## config.mk

```make
export PLATFORM = sky130hd
export DESIGN_NAME = bit_serial_alu_ctrl
export DESIGN_NICKNAME = d
export VERILOG_FILES = /design/src/rtl/bit_serial_alu_ctrl.sv
export SDC_FILE = /design/constraint.sdc
export NUM_CORES = 1
export LEC_CHECK = 0
export CAP_MARGIN = 20
export CORE_UTILIZATION = 55
export CTS_BUF_LIST = sky130_fd_sc_hd__clkbuf_4
export CTS_CLUSTER_DIAMETER = 120
export DETAILED_ROUTE_END_ITERATION = 8
export GPL_ROUTABILITY_DRIVEN = 0
export GPL_TIMING_DRIVEN = 0
export PLACE_DENSITY = 0.82
export SLEW_MARGIN = 5
export SYNTH_ARGS = -nofsm -noshare
export SYNTH_HDL_FRONTEND = slang
export SYNTH_SLANG_ARGS = --single-unit
```

## constraint.sdc

```tcl
create_clock -name clk -period 1.7 [get_ports clk]
set_clock_uncertainty 0.05 [all_clocks]
set_input_delay 0.34 -clock clk [delete_from_list [all_inputs] [get_ports clk]]
set_output_delay 0.34 -clock clk [all_outputs]
set_load 0.01 [all_outputs]
```

## src/rtl/bit_serial_alu_ctrl.sv

```systemverilog
// Bit-serial add/subtract controller: one full-adder cell is stepped over WIDTH
// cycles, LSB first, with start/done handshake and registered result flags.
module bit_serial_alu_ctrl #(
  parameter int WIDTH = 32
) (
  input  logic             clk,
  input  logic             rst_n,
  input  logic             start,
  input  logic             op_sub,
  input  logic             abort,
  input  logic [WIDTH-1:0] a,
  input  logic [WIDTH-1:0] b,
  output logic             busy,
  output logic             done,
  output logic [WIDTH-1:0] result,
  output logic             carryout,
  output logic             overflow,
  output logic             zero
);

  localparam int CW = $clog2(WIDTH);
  localparam logic [CW-1:0] LAST   = CW'(WIDTH - 1);
  localparam logic [CW-1:0] PENULT = CW'(WIDTH - 2);

  typedef enum logic [1:0] {IDLE, RUN, FIN} state_t;

  state_t           r_state;
  state_t           w_next_state;
  logic [WIDTH-1:0] r_sa;
  logic [WIDTH-1:0] r_sb;
  logic [WIDTH-1:0] r_sr;
  logic             r_carry;
  logic             r_cmsb;
  logic [CW-1:0]    r_cnt;
  logic             r_busy;
  logic             r_done;
  logic [WIDTH-1:0] r_result;
  logic             r_cout;
  logic             r_ovf;
  logic             r_zero;
  logic             w_sum;
  logic             w_cell_cout;
  logic             w_load;

  // The single combinational full-adder cell.
  assign w_sum       = r_sa[0] ^ r_sb[0] ^ r_carry;
  assign w_cell_cout = (r_sa[0] & r_sb[0]) | (r_carry & (r_sa[0] ^ r_sb[0]));
  assign w_load      = (r_state == IDLE) && start;

  always_ff @(posedge clk or negedge rst_n) begin
    if (!rst_n) r_state <= IDLE;
    else        r_state <= w_next_state;
  end

  always_comb begin
    w_next_state = r_state;
    case (r_state)
      IDLE: if (start) w_next_state = RUN;
      RUN: begin
        if (abort)              w_next_state = IDLE;
        else if (r_cnt == LAST) w_next_state = FIN;
      end
      FIN:     w_next_state = IDLE;
      default: w_next_state = IDLE;
    endcase
  end

  // Subtract is A + ~B + 1: the +1 enters through the initial carry.
  always_ff @(posedge clk or negedge rst_n) begin
    if (!rst_n) begin
      r_sa    <= '0;
      r_sb    <= '0;
      r_sr    <= '0;
      r_carry <= 1'b0;
      r_cmsb  <= 1'b0;
      r_cnt   <= '0;
    end else if (w_load) begin
      r_sa    <= a;
      r_sb    <= op_sub ? ~b : b;
      r_carry <= op_sub;
      r_cnt   <= '0;
    end else if (r_state == RUN) begin
      r_sr    <= {w_sum, r_sr[WIDTH-1:1]};
      r_sa    <= r_sa >> 1;
      r_sb    <= r_sb >> 1;
      r_carry <= w_cell_cout;
      r_cnt   <= r_cnt + CW'(1);
      if (r_cnt == PENULT) r_cmsb <= w_cell_cout;
    end
  end

  // The carry out of bit WIDTH-2 is the carry into the MSB, kept for overflow.
  always_ff @(posedge clk or negedge rst_n) begin
    if (!rst_n) begin
      r_busy   <= 1'b0;
      r_done   <= 1'b0;
      r_result <= '0;
      r_cout   <= 1'b0;
      r_ovf    <= 1'b0;
      r_zero   <= 1'b1;
    end else begin
      r_busy <= (w_next_state == RUN);
      r_done <= (r_state == FIN);
      if (r_state == FIN) begin
        r_result <= r_sr;
        r_cout   <= r_carry;
        r_ovf    <= r_cmsb ^ r_carry;
        r_zero   <= (r_sr == '0);
      end
    end
  end

  assign busy     = r_busy;
  assign done     = r_done;
  assign result   = r_result;
  assign carryout = r_cout;
  assign overflow = r_ovf;
  assign zero     = r_zero;

endmodule

```

Yosys cells after proc, flatten, opt, wreduce, memory -nomap -nowiden
Index checks and enable logic that the tools add are counted.

Flip-flop bits (word level): 142. Output and inout port bits: 37. Word-level logic and storage cells: 46.

Bitwise gates (word level): 8. Reductions and logical operators: 6. Equality and inequality tests: 5. Muxes and demuxes: 13. Add/sub/neg operators: 1.

Operators with widths (number): 32-bit two-way mux (5); 32-bit logical NOT (1); 32-bit inverter (1); 5-bit == test (second input constant) (2); 5-bit two-way mux (2); 2-bit two-way mux (3); 5-bit by 1-bit adder with 5-bit output (second input constant) (1); 2-bit by 1-bit == test with 1-bit output (second input constant) (2); 2-bit case mux with 2 select lines (1); 3-bit AND reduction (1); 1-bit XOR (3); 1-bit bitwise AND (2); 2-bit == test (second input constant) (1); 2-bit logical NOT (1); 1-bit two-way mux (2); 2-bit AND reduction (1); 2-bit nonzero test (1); 1-bit logical AND (1); 1-bit inverter (1); 1-bit bitwise OR (1).

Logic depth before layout (Yosys ltp)
Gate-level depths: netlist (run 1).

Word-level depth: 5. Gate-level depth with buffers: 6.

Worst setup path before layout (run 1)
No wires, ideal clock.

Path type: reg2reg. Start point: register r_state[0]. End point: register r_result[16] (netlist: result[16]). Data required time: 1.525 ns. Period minus slack after synthesis: 1.358 ns. Buffers on the path: 3. Setup slack: 0.342 ns. Stages on the path, launching flop included: 6. Arrival: 1.183 ns. Cell sequence: dfrtp_1 -> buf_6 -> nand2b_4 -> buf_6 -> buf_6 -> mux2_4.

Longest elaborated chain between the ends: 1.

Ends and longest elaborated chain: start: declaration (RTL line 27) `state_t r_state;`; start signal: assignment (RTL line 52) `else r_state <= w_next_state;`; 2-bit == test (RTL line 104) `if (r_state == FIN) begin`; end signal: assignment (RTL line 105) `r_result <= r_sr;`; end: declaration (RTL line 37) `logic [WIDTH-1:0] r_result;`.

No other way between the ends. A chain may end at the register's enable or synchronous reset.

Final worst setup path (run 1)
Start point: register r_result[30] (netlist: result[30]). End point: output port result[30].

RTL lines: end: declaration (RTL line 15) `output logic [WIDTH-1:0] result,`.

No word-level cell between the ends.

==> results of run 1 <==
==> synth_stat cells, drive strengths merged <==
library cell and n:
dfrtp 141, nand2 71, o21ai 69, mux2 67, a22oi 63, xor2 32, buf 28, clkbuf 14
nor4 8, nor2 5, ha 3, inv 3, nand2b 3, nand4 3, a22o 2, mux2i 2
nor2b 2, a21oi 1, and3 1, dfstp 1, fa 1, nand3 1, nor3b 1, o21bai 1
o31ai 1, xnor2 1
==> where the power goes <==
part / internal, mW / switching (mW)
Sequential: 4.12 / 0.668
Combinational: 1.12 / 0.789
Clock: 1.06 / 1.17
Total: 6.30 / 2.63
==> layout make-up <==
cell class / count / area (sq um) / area share
Clock buffer: 20 / 150 / 0.0190
Inverter: 3 / 11.3 / 0.00142
Clock inverter: 12 / 144 / 0.0182
Sequential cell: 142 / 3550 / 0.449
Tap cell: 143 / 179 / 0.0226
Multi-Input combinational cell: 338 / 2560 / 0.324
Timing Repair Buffer: 106 / 1030 / 0.130
Buffer: 42 / 280 / 0.0354
==> through the flow <==
stage,std cells,setup slack (ns),cell area (sq um),util
2_1_floorplan,525,0.342,6400,-
3_3_place_gp,772,-5.06,7620,0.670
3_5_place_dp,773,-0.277,7650,0.673
4_1_cts,806,0.0475,7900,0.695
5_1_grt,806,0.0176,7910,0.696
6_report,806,0.0886,7910,0.696
==> how the worst max path moves through the flow <==
stage	slack [ns]	depth (start not counted)	to
after CTS	0.05	1	result[30]
after global placement	-5.06	1	r_sb[16]
after floorplan	0.34	5	result[16]
after global routing	0.02	1	result[21]
after detailed placement	-0.28	5	r_cnt[0]
final	0.09	1	result[30]
==> registers in the layout (all words and copies together), names as in the netlist <==
register / cells
r_sa: 32
busy: 1
r_carry: 1
r_state: 2
zero: 1
r_sb: 32
done: 1
carryout: 1
result: 32
r_sr: 32
r_cnt: 5
r_cmsb: 1
overflow: 1
==> worst reg2reg max path, delay by kind of cell, from the launching register on <==
kind / cells / cell delay, ns
AO/OA/AOI/OAI: 1 / 0.11
adder cells (fa/ha/maj): 2 / 0.43
flip-flops: 1 / 0.44
AND/OR/NAND/NOR: 3 / 0.46
==> repair_timing <==
action | in CTS | in global routing
gates resized for setup | 40 | 7
hold endpoints to repair | 67 | 0
setup endpoints to repair | 37 | 19
hold buffers | 1 | 0
==> layer usage <==
| layer | GRT usage | up-vias | part of all wire |
|---|---|---|---|
| met1 | 0.310 | 2268 | 0.45 |
| met3 | 0.0557 | 12 | 0.057 |
| met4 | 0.0695 | 0 | 0.0094 |
| li1 | - | 2109 | - |
| met2 | 0.389 | 147 | 0.49 |
| met5 | 0 | - | 0 |
==> cell families after synthesis <==
logic type	count (synthesis)	share of synthesized area
xor gates and xnor gates	33	0.0452
buffers and inverters	45	0.0450
DFF	142	0.556
muxes	69	0.145
and+or+nand+nor	95	0.0659
adders and majority gates	4	0.00900
AOI/OAI and AO/OA	137	0.134
==> impl_metrics.ini, run 1 <==
[outcome]
outcome = finished clean

[routing]
num_vias = 4536
drt-initial-drc-count = 342
drt-pass1-iter-count = 5
post_drt_via_cell_ratio = 5.63
drc_errors = 0
wl_um = 13200
wire_per_inst_um = 16.4
drtAntennaViolNets = 0

[setup_path]
crit_path_max_fanout = 2
rr_worst_depth = 6
endpoint_kind = primary output
cp.arrival_ns = 1.22
cp-startpoint = result[30]
crit_family = flip-flops
path_cells = dlygate4sd2_1
start_kind = register
critPathMaxStageDelay_ns = 0.41
critPathSlowestCell = dfrtp_1
critPathRequiredTime_ns = 1.31
worstSetupPathType = register to primary output
rrSetupSlack_ns = 0.16
cp_num_buf_inv = 1
r2r-end = busy
timing.rr.start = r_cnt[0]

[finish]
fill_cells = 818
final_cell_mix = dfrtp_1 (141), nand2_1 (71), clkdlybuf4s50_1 (66)
area_growth_pct = 23.7
drive_gt1_frac = 0.204
final_common_cell = dfrtp_1
diodes = 0
layout.nets = 723

[sta]
grt_setup_unrepaired = no
period_share = 0.948
worst_slew_pin_slew_ns = 0.635
slew_headroom = 0.576
max_freq_mhz = 621
maxSlewViolCount = 0
hold_ws_ns = 0.282
finalSetupViolCount = 0
layout_min_cycle_time_ns = 1.61
final-hold-violation-count = 0
tns_ns = 0

[placement]
dp_hpwl_um = 9400
port_buffers = 104

[synth]
synth_seq_area_share = 0.556
synth.area.top_cells = dfrtp_1 (55%), mux2_4 (9.6%), a22oi_1 (7.4%)
syn_nets = 598
yosysUniqueCellTypes = 32
synth.top_cell.area_share = 0.551
synth_area_sq_mm = 0.00640
syn_avg_cell_area_sq_um = 12.2
yosysWarningCount = 0
synth-seq-cells = 142
synth.largest_area_cell = dfrtp_1
synthCells = 525

[floorplan]
initial_core_util = 0.563
die_area_sq_mm = 0.0121
die_w_um = 110
placementRows = 39
core_sq_mm = 0.0114
die_h_um = 110
ioPinCount = 106

[cts]
cts.clk_slew.worst_paths_ns = 0.12
clockRootBuffer = clkbuf_4
cts_sinks = 142
cts_made_buffers = 17
clk_latency_ns = 0.52
cts_setup_buffers = 0
cts-htree-levels = 4
cts_tree = built
clock_tree.buffer_depth = 2

[global_routing]
grt_pass1_vias = 4492
grt_overflow = 0
antenna_found_initial = 0
grtUsageTotal = 0.236
grt_max_degree = 75
grt_pass1_wl_um = 21500

[hold_path]
hp-class = primary input to register
hold_depth = 4
min_from = op_sub
worstHoldEndpoint = r_sb[29]

[power_and_ir_drop]
ir_worst_vdd_mv = 0.651
power_density_mw_per_mm2 = 1130
total_power_mw = 8.93
leakagePower_nw = 3.81

[flow_run]
maxCapViolations = 0
(Power assumes the default switching activity.)
==> run 2: changes to the inputs <==
--- a/config.mk
+++ b/config.mk
@@ -17,3 +17,4 @@
 export SYNTH_ARGS = -nofsm -noshare
 export SYNTH_HDL_FRONTEND = slang
 export SYNTH_SLANG_ARGS = --single-unit
+export TNS_END_PERCENT = 10
==> run 2 against run 1 <==
Against the previous run:
- combinational power about the same
- power about the same
- flip-flop and latch count unchanged
- design area about the same
- non-clock buffer count unchanged
- critical path type unchanged
==> impl_metrics.ini, run 2 (same netlist as run 1, synthesis figures left out) <==
[finish]
final_cells = 806
drive_gt1_frac = 0.202
regArea_sq_mm = 0.00355
final_cell_mix = dfrtp_1 (141), nand2_1 (71), clkdlybuf4s50_1 (66)
fin_area_sq_mm = 0.00791
layout.nets = 723
utilization = 0.696
diodes = 0
final_common_cell = dfrtp_1
multi_input_comb_area_sq_mm = 0.00256
area_growth_pct = 23.6
fill_cells = 817

[floorplan]
die_w_um = 110
die_area_sq_mm = 0.0121
placementRows = 39
core_sq_mm = 0.0114
initial_core_util = 0.563
die_h_um = 110
ioPinCount = 106

[sta]
tns_ns = 0
finalSetupViolCount = 0
grt_setup_unrepaired = no
layout_min_cycle_time_ns = 1.61
hold_ws_ns = 0.282
final-hold-violation-count = 0
period_share = 0.948
setup_ws_ns = 0.0891
worst_slew_pin_slew_ns = 0.634
maxSlewViolCount = 0
slew_headroom = 0.577
max_freq_mhz = 621

[setup_path]
cp.arrival_ns = 1.22
critPathMaxStageDelay_ns = 0.41
rr_worst_depth = 6
cp.depth = 1
start_kind = register
path_cells = dlygate4sd2_1
worstSetupPathType = register to primary output
endpoint_kind = primary output
crit_path_max_fanout = 2
critPathRequiredTime_ns = 1.31
crit_family = flip-flops
cp_num_buf_inv = 1
critPathSlowestCell = dfrtp_1

[outcome]
outcome = finished clean

[global_routing]
antenna_found_initial = 0
grt_overflow = 0
grt_pass1_wl_um = 21500
grtUsageTotal = 0.236
grt_pass1_vias = 4492
grt_max_degree = 75

[routing]
drt-initial-drc-count = 343
drtAntennaViolNets = 0
drt-pass1-iter-count = 5
wire_per_inst_um = 16.4
drc_errors = 0
num_vias = 4536
wl_um = 13200
post_drt_via_cell_ratio = 5.63

[cts]
clk_latency_ns = 0.52
cts_made_buffers = 17
cts_tree = built
cts_sinks = 142
cts-htree-levels = 4
cts.clk_slew.worst_paths_ns = 0.12
clockRootBuffer = clkbuf_4
clock_tree.buffer_depth = 2

[placement]
placed_cell_area_sq_mm = 0.00765
place_ws_ns = -0.277
dp_hpwl_um = 9400
placedCellCount = 773
port_buffers = 104

[hold_path]
hold_depth = 4
hp-class = primary input to register

[power_and_ir_drop]
ir_worst_vdd_mv = 0.651
total_power_mw = 8.93
power_density_mw_per_mm2 = 1130
leakagePower_nw = 3.81

[flow_run]
maxCapViolations = 0
## run 2: power breakdown
part           internal, mW  leakage [nW]  switching [mW]
Sequential             4.12          1.84           0.669
Combinational          1.12          1.81           0.789
Clock                  1.06         0.156            1.17
## run 2: path summary, 6_finish.rpt
path	slack (ns)	to	startpoint
max in group asynchronous	0.49	r_sa[27]	rst_n
min in group asynchronous	0.34	done	rst_n
setup / recovery	0.09	result[30]	result[30]
hold / removal	0.28	r_sb[29]	op_sub
setup reg to reg	0.16	busy	r_cnt[0]
hold reg to reg	0.44	r_sa[24]	r_sa[24]
## run 2: area by class of cell
cell class | count | share of cell area
clock buffers | 20 | 0.0190
plain buffers | 42 | 0.0353
clock inverters | 12 | 0.0182
well taps | 143 | 0.0226
repair buffers | 106 | 0.130
multi-input cells | 338 | 0.324
inverters | 3 | 0.00142
flip-flops and latches | 142 | 0.449
## run 2: metal layers
layer | vias to the layer above | wire (um) | GRT usage
met2 | 149 | 6420 | 0.389
met3 | 14 | 767 | 0.0557
met4 | 0 | 129 | 0.0695
met1 | 2264 | 5860 | 0.310
li1 | 2109 | - | -
met5 | - | 0 | 0
## run 2: timing repair
action                                 CTS  global route
endpoints found under the hold margin   67             0
gates cloned                             0             0
setup buffers                            0             0
resized for setup                       40             5
pin swaps                                0             0
setup endpoints to repair               37            19
hold buffers                             1             0
